<file path="src/rtl/rob_ctrl_pkg.sv">
// Shared ROB types and constants used by the rob_ctrl slice.
package rob_ctrl_pkg;

  localparam int unsigned ROB_DEPTH  = 64;
  localparam int unsigned ROB_ADDR_W = $clog2(ROB_DEPTH);
  localparam int unsigned ROB_WIDTH  = 2;

  typedef logic [ROB_ADDR_W-1:0] rob_id_t;

  typedef enum logic [1:0] {
    ROB_RUN,
    ROB_FLUSH,
    ROB_WAIT_ACK
  } rob_state_e;

  function automatic logic [1:0] popcnt2(input logic [1:0] v);
    return {1'b0, v[0]} + {1'b0, v[1]};
  endfunction

endpackage

</file>
<file path="src/rtl/rob_status_vec.sv">
// Per-entry valid/done/exception bits with two alloc, two writeback and two
// retire-clear ports plus a synchronous bulk clear.
module rob_status_vec
  import rob_ctrl_pkg::*;
#(
  parameter int unsigned DEPTH  = ROB_DEPTH,
  parameter int unsigned ADDR_W = $clog2(DEPTH)
) (
  input  logic                  clk,
  input  logic                  rst_n,
  input  logic                  clr_i,
  input  logic [1:0]            alloc_i,
  input  logic [2*ADDR_W-1:0]   alloc_id_i,
  input  logic [1:0]            wb_i,
  input  logic [2*ADDR_W-1:0]   wb_id_i,
  input  logic [1:0]            wb_exc_i,
  input  logic [1:0]            ret_i,
  input  logic [2*ADDR_W-1:0]   ret_id_i,
  output logic [DEPTH-1:0]      valid_o,
  output logic [DEPTH-1:0]      done_o,
  output logic [DEPTH-1:0]      exc_o
);

  logic [DEPTH-1:0] valid_q, done_q, exc_q;

  // Later assignments win: writeback, then retire clear, then allocation.
  always_ff @(posedge clk) begin
    if (!rst_n || clr_i) begin
      valid_q <= '0;
      done_q  <= '0;
      exc_q   <= '0;
    end else begin
      for (int unsigned p = 0; p < 2; p++) begin
        if (wb_i[p] && valid_q[wb_id_i[p*ADDR_W +: ADDR_W]]) begin
          done_q[wb_id_i[p*ADDR_W +: ADDR_W]] <= 1'b1;
          if (wb_exc_i[p]) exc_q[wb_id_i[p*ADDR_W +: ADDR_W]] <= 1'b1;
        end
      end
      for (int unsigned p = 0; p < 2; p++) begin
        if (ret_i[p]) valid_q[ret_id_i[p*ADDR_W +: ADDR_W]] <= 1'b0;
      end
      for (int unsigned p = 0; p < 2; p++) begin
        if (alloc_i[p]) begin
          valid_q[alloc_id_i[p*ADDR_W +: ADDR_W]] <= 1'b1;
          done_q[alloc_id_i[p*ADDR_W +: ADDR_W]]  <= 1'b0;
          exc_q[alloc_id_i[p*ADDR_W +: ADDR_W]]   <= 1'b0;
        end
      end
    end
  end

  assign valid_o = valid_q;
  assign done_o  = done_q;
  assign exc_o   = exc_q;

endmodule

</file>
<file path="src/rtl/rob_ctrl.sv">
// ROB allocation/retire scheduler: 2-wide alloc, 2 writeback ports, in-order
// 2-wide retire, and flush sequencing on head exception or external request.
module rob_ctrl
  import rob_ctrl_pkg::*;
#(
  parameter int unsigned DEPTH  = ROB_DEPTH,
  parameter int unsigned ADDR_W = $clog2(DEPTH)
) (
  input  logic                clk,
  input  logic                rst_n,
  input  logic [1:0]          alloc_req_i,
  output logic                alloc_ready_o,
  output logic [2*ADDR_W-1:0] alloc_id_o,
  input  logic [1:0]          wb_valid_i,
  input  logic [2*ADDR_W-1:0] wb_id_i,
  input  logic [1:0]          wb_exc_i,
  output logic [1:0]          retire_o,
  output logic [2*ADDR_W-1:0] retire_id_o,
  output logic                retire_exc_o,
  input  logic                flush_req_i,
  output logic                flush_o,
  input  logic                flush_ack_i,
  output logic [ADDR_W:0]     rob_cnt_o
);

  localparam logic [ADDR_W-1:0] ID_ONE = ADDR_W'(1);
  localparam logic [ADDR_W:0]   CNT_HI = (ADDR_W+1)'(DEPTH - 2);

  rob_state_e        state_q, state_d;
  logic [ADDR_W-1:0] head_q, head_d, tail_q, tail_d, head1, id1;
  logic [ADDR_W:0]   cnt_q, cnt_d;
  logic              ready_q, ready_d;
  logic [DEPTH-1:0]  valid, done, exc;
  logic [1:0]        fire, ret;
  logic              ret_exc, clr;

  assign fire  = alloc_req_i & {2{ready_q}};
  assign id1   = tail_q + {{(ADDR_W-1){1'b0}}, alloc_req_i[0]};
  assign head1 = head_q + ID_ONE;

  rob_status_vec #(.DEPTH(DEPTH), .ADDR_W(ADDR_W)) u_status (
    .clk        (clk),
    .rst_n      (rst_n),
    .clr_i      (clr),
    .alloc_i    (fire),
    .alloc_id_i ({id1, tail_q}),
    .wb_i       (wb_valid_i),
    .wb_id_i    (wb_id_i),
    .wb_exc_i   (wb_exc_i),
    .ret_i      (ret),
    .ret_id_i   ({head1, head_q}),
    .valid_o    (valid),
    .done_o     (done),
    .exc_o      (exc)
  );

  // An excepting head retires alone in slot 0.
  always_comb begin
    ret     = '0;
    ret_exc = 1'b0;
    if (state_q == ROB_RUN && valid[head_q] && done[head_q]) begin
      ret[0]  = 1'b1;
      ret_exc = exc[head_q];
      if (!exc[head_q] && valid[head1] && done[head1] && !exc[head1])
        ret[1] = 1'b1;
    end
  end

  always_comb begin
    state_d = state_q;
    case (state_q)
      ROB_RUN:      if (flush_req_i || ret_exc) state_d = ROB_FLUSH;
      ROB_FLUSH:    state_d = ROB_WAIT_ACK;
      ROB_WAIT_ACK: if (flush_ack_i) state_d = ROB_RUN;
      default:      state_d = ROB_RUN;
    endcase

    // Clearing on entry to FLUSH makes the flush cycle itself observe an empty ROB.
    clr    = (state_d == ROB_FLUSH);
    cnt_d  = cnt_q + {{(ADDR_W-1){1'b0}}, popcnt2(fire)}
                   - {{(ADDR_W-1){1'b0}}, popcnt2(ret)};
    head_d = head_q + {{(ADDR_W-2){1'b0}}, popcnt2(ret)};
    tail_d = tail_q + {{(ADDR_W-2){1'b0}}, popcnt2(fire)};
    if (clr) begin
      cnt_d  = '0;
      head_d = '0;
      tail_d = '0;
    end
    ready_d = (cnt_d <= CNT_HI) && (state_d == ROB_RUN);
  end

  always_ff @(posedge clk) begin
    if (!rst_n) begin
      state_q <= ROB_RUN;
      head_q  <= '0;
      tail_q  <= '0;
      cnt_q   <= '0;
      ready_q <= 1'b1;
    end else begin
      state_q <= state_d;
      head_q  <= head_d;
      tail_q  <= tail_d;
      cnt_q   <= cnt_d;
      ready_q <= ready_d;
    end
  end

  assign alloc_ready_o = ready_q;
  assign alloc_id_o    = {id1, tail_q};
  assign retire_o      = ret;
  assign retire_id_o   = {ret[1] ? head1 : '0, ret[0] ? head_q : '0};
  assign retire_exc_o  = ret_exc;
  assign flush_o       = (state_q != ROB_RUN);
  assign rob_cnt_o     = cnt_q;

endmodule
</file>
<file path="config.mk">
export PLATFORM = sky130hd
export DESIGN_NAME = rob_ctrl
export DESIGN_NICKNAME = d
export VERILOG_FILES = /design/src/rtl/rob_ctrl_pkg.sv /design/src/rtl/rob_status_vec.sv /design/src/rtl/rob_ctrl.sv
export SDC_FILE = /design/constraint.sdc
export NUM_CORES = 1
export LEC_CHECK = 0
export ABC_AREA = 0
export BUFFER_PORTS_ARGS = -buffer_cell sky130_fd_sc_hd__buf_2
export CAP_MARGIN = 0
export CORE_MARGIN = 4
export CORE_UTILIZATION = 30
export CTS_CLUSTER_SIZE = 10
export DETAILED_ROUTE_END_ITERATION = 8
export GPL_TIMING_DRIVEN = 1
export PLACE_DENSITY = 0.56
export SETUP_SLACK_MARGIN = 0.2
export SYNTH_ARGS = -nofsm -noshare
export SYNTH_HDL_FRONTEND = slang
export SYNTH_SLANG_ARGS = --single-unit
</file>
<file path="constraint.sdc">
create_clock -name clk -period 5 [get_ports clk]
set_input_delay 0.25 -clock clk [delete_from_list [all_inputs] [get_ports clk]]
set_output_delay 0.25 -clock clk [all_outputs]
set_load 0.03 [all_outputs]
</file>
==> results.toml <==
[critical_path]
arrival_ps = 5410
path_cells = "buf_12, inv_1, buf_4, a31oi_1, o31ai_1, or4_4, nor4_4, nor4b_4, inv_2, a311oi_4, nand2_2, fa_1, ha_1, a21o_1, a21oi_2, xnor2_1, or4_1, o211ai_1, o21ai_1"
r2r_slack_ps = 40
reg2regPathDepth = 19
r2r_end = "alloc_ready_o$_SDFF_PN1_"
max_stage_delay_ps = 520
end_kind = "register"
crit_type = "reg -> reg"
critPathLaunchType = "register"
path_max_fanout = 12
worstPathRequired_ps = 5450
crit_slowest_cell = "or4_1"
r2r-start = "head_q[2]$_SDFF_PP0_"
timing.critical_path.buf_inv = 4
crit_family = "simple AND/OR/NAND/NOR gates"

[cts]
cts_root_buffer = "clkbuf_16"
cts_tree = "built"
clkSinkCount = 214
clock_latency_ps = 580
cts.htree.levels = 1
cts-buffers-inserted = 28
clk_pin_slew_ps = 60
clock_path_buffers = 3

[floorplan]
row_count = 80
io_pins = 58
dieArea_um2 = 52100
initial_core_util_pct = 30.4
die_h_um = 228
die_x_um = 228
core_area_um2 = 47800

[logic_synthesis]
yosys_warnings = 0
netlist_area_um2 = 14500
yosys-mux-area-fraction_pct = 13.0
synth_area_per_cell_um2 = 8.61
synth_area_leader_cell = "dfxtp_1"
synthTopCellsByCount = "dfxtp_1, nor3_1, a221oi_1, nand2_1, nor2_1"
synth_seq_cells = 214
postSynthCellCount = 1690
synth_edf_count = 0
synth_top_family_by_area = "compound AO/OA/AOI/OAI gates"
yosysMostFrequentCell = "dfxtp_1"
yosys.area_share.adder_pct = 1.84
netlist-cell-type-count = 81
synth_flop_cell = "dfxtp_1"
synth_area_leaders = "dfxtp_1, a221oi_1, mux4_2, nor3_1, mux2i_1"
synthXorXnorAreaFrac_pct = 1.56
async_flop_share_pct = 0
yosysSeqAreaShare_pct = 29.5
syn_nets = 1731
synth_simple_gate_area_share_pct = 20.7
synth_compound_area_share_pct = 27.2
synth.top_cell.area_share_pct = 29.5

[global_route]
grt-ovfl-total = 0
grt_usage_pct = 31.7
antenna_found_initial = 1
grt_max_degree = 116
first_global_vias = 15800
grt_pass1_wl_mm = 121

[route]
via_per_inst = 6.95
first_iter_violations = 2832
vias = 17200
drcViolationCount = 0
drtPass1Iterations = 6
final_antenna_net_count = 0
wl_per_cell_um = 35.6
wirelength_mm = 88.0

[sta]
hold_slack_ps = 64.6
period_minus_slack_ps = 4960
hold_violations = 0
timing.final.crit_share_pct = 99.2
slew_headroom_pct = -1.78
final.setup.tns_ps = 0
fmax_ghz = 0.202
finalSetupViolCount = 0
drv_slew = 11
worst_pin_slew_ps = 1520
fin_skew_ps = 19.9
rsz0062_at_grt = "true"

[placed_design]
gp_congestion = 1.04
dp_hpwl_mm = 65.9
io_buffers = 57
placed_area_um2 = 16500

[hold_path]
hold_class = "in -> reg"
hp-start = "rst_n"
whs_path_depth = 2
hold_end = "state_q[0]$_SDFF_PN0_"

[power_and_ir_drop]
p_leak_uw = 0.00621
powerDensity_nw_per_um2 = 256
ir_drop_mv = 0.310

[finish]
stdcell_area_um2 = 18000
fin_nets = 1880
syn2layout_area_growth_pct = 23.6
n_fill_cell = 4949
post-route-util_pct = 37.6
layout-drive-gt1-share_pct = 24.9

[status]
status = "finished with violations"
violations = "max-capacitance violations, max-slew violations"

[job]
drv_cap = 1
-- worst reg2reg max path, stage by stage, from the launching register on --
cell and delay (ps):
dfxtp_4 440, buf_12 200, inv_1 140, buf_4 170
a31oi_1 170, o31ai_1 90, or4_4 460, nor4_4 310
nor4b_4 290, inv_2 80, a311oi_4 380, nand2_2 100
fa_1 490, ha_1 300, a21o_1 170, a21oi_2 170
xnor2_1 110, or4_1 520, o211ai_1 170, o21ai_1 70
-- where the power goes --
| group | total [µW] | switching (µW) | internal [µW] |
|---|---|---|---|
| Clock | 1930 | 829 | 1100 |
| Sequential | 1780 | 43.8 | 1740 |
| Combinational | 884 | 544 | 339 |
-- cell families (layout without fill, tap and decap cells) --
group           after synthesis  in the layout
buf+inv                     215            379
flops                       214            214
fa+ha+maj                    19             19
mux                         129            129
simple gates                575            575
compound gates              513            513
other cells                   0              1
xor+xnor                     25             26
-- layout by cell type (no fill, tap or decap), types with 23 or more instances in the layout --
| cell | Yosys | routed |
|---|---|---|
| mux2i_1 | 52 | 52 |
| mux2_2 | 32 | 29 |
| buf_2 | 49 | 57 |
| nand2_1 | 95 | 93 |
| o21a_1 | 23 | 23 |
| nor3_1 | 155 | 153 |
| nand3_1 | 54 | 54 |
| inv_1 | 60 | 58 |
| o221ai_1 | 35 | 35 |
| buf_4 | 3 | 187 |
| and3_1 | 36 | 36 |
| a21oi_1 | 70 | 68 |
| nor2_1 | 89 | 89 |
| a221oi_1 | 139 | 137 |
| o22ai_1 | 69 | 69 |
| clkbuf_16 | 0 | 32 |
| and2_1 | 23 | 23 |
| dfxtp_1 | 214 | 211 |
| mux4_2 | 44 | 44 |
-- flip-flops by register name, indices dropped and copies added (netlist names) --
register and flops:
u_status.done_o 64, u_status.exc_o 64, u_status.valid_o 64, rob_cnt_o 7, head_q 6, tail_q 6
state_q 2, alloc_ready_o 1
-- how the worst max path moves through the flow --
stage,startpoint,endpoint,depth (start not counted)
floorplan,head_q[1]$_SDFF_PP0_,alloc_ready_o$_SDFF_PN1_,20
global placement,head_q[0]$_SDFF_PP0_,alloc_ready_o$_SDFF_PN1_,19
detailed placement,head_q[0]$_SDFF_PP0_,alloc_ready_o$_SDFF_PN1_,19
CTS,head_q[0]$_SDFF_PP0_,alloc_ready_o$_SDFF_PN1_,20
global route,head_q[0]$_SDFF_PP0_,alloc_ready_o$_SDFF_PN1_,22
finish,head_q[2]$_SDFF_PP0_,alloc_ready_o$_SDFF_PN1_,19
-- what timing repair did --
action / CTS / global route
hold endpoints to repair: 1 / 0
gates resized for setup: 15 / 19
cloned: 2 / 4
pin swaps: 25 / 21
endpoints found under the setup margin: 3 / 4
hold buffers: 1 / 0
buffers inserted: 6 / 27
-- layout make-up --
type / count / area (µm²) / area share (%)
diodes: 1 / 2.50 / 0.0139
clock buffers: 40 / 807 / 4.49
clock inverters: 6 / 33.8 / 0.188
inverters: 60 / 225 / 1.25
multi-input cells: 1262 / 9590 / 53.4
flip-flops and latches: 214 / 4300 / 23.9
well taps: 615 / 769 / 4.28
repair buffers: 273 / 2250 / 12.5
-- layer usage --
metal,track usage (%),share of wire [%],up-vias
li1,-,-,6967
met1,43.4,39,8474
met2,45.3,41,1427
met3,7.35,12,303
met4,18.7,7.6,2
met5,0.735,0.061,-
-- stage by stage --
stage	worst slack (ps)	std cells	power, µW
CTS	-80.8	2439	4570
floorplan	140	1690	2300
finish	41.7	2471	4600
global route	-135	2470	4730
global placement	-132	2384	2650
detailed placement	-139	2384	2640
Note: power is estimated with default switching activity, not from simulation.
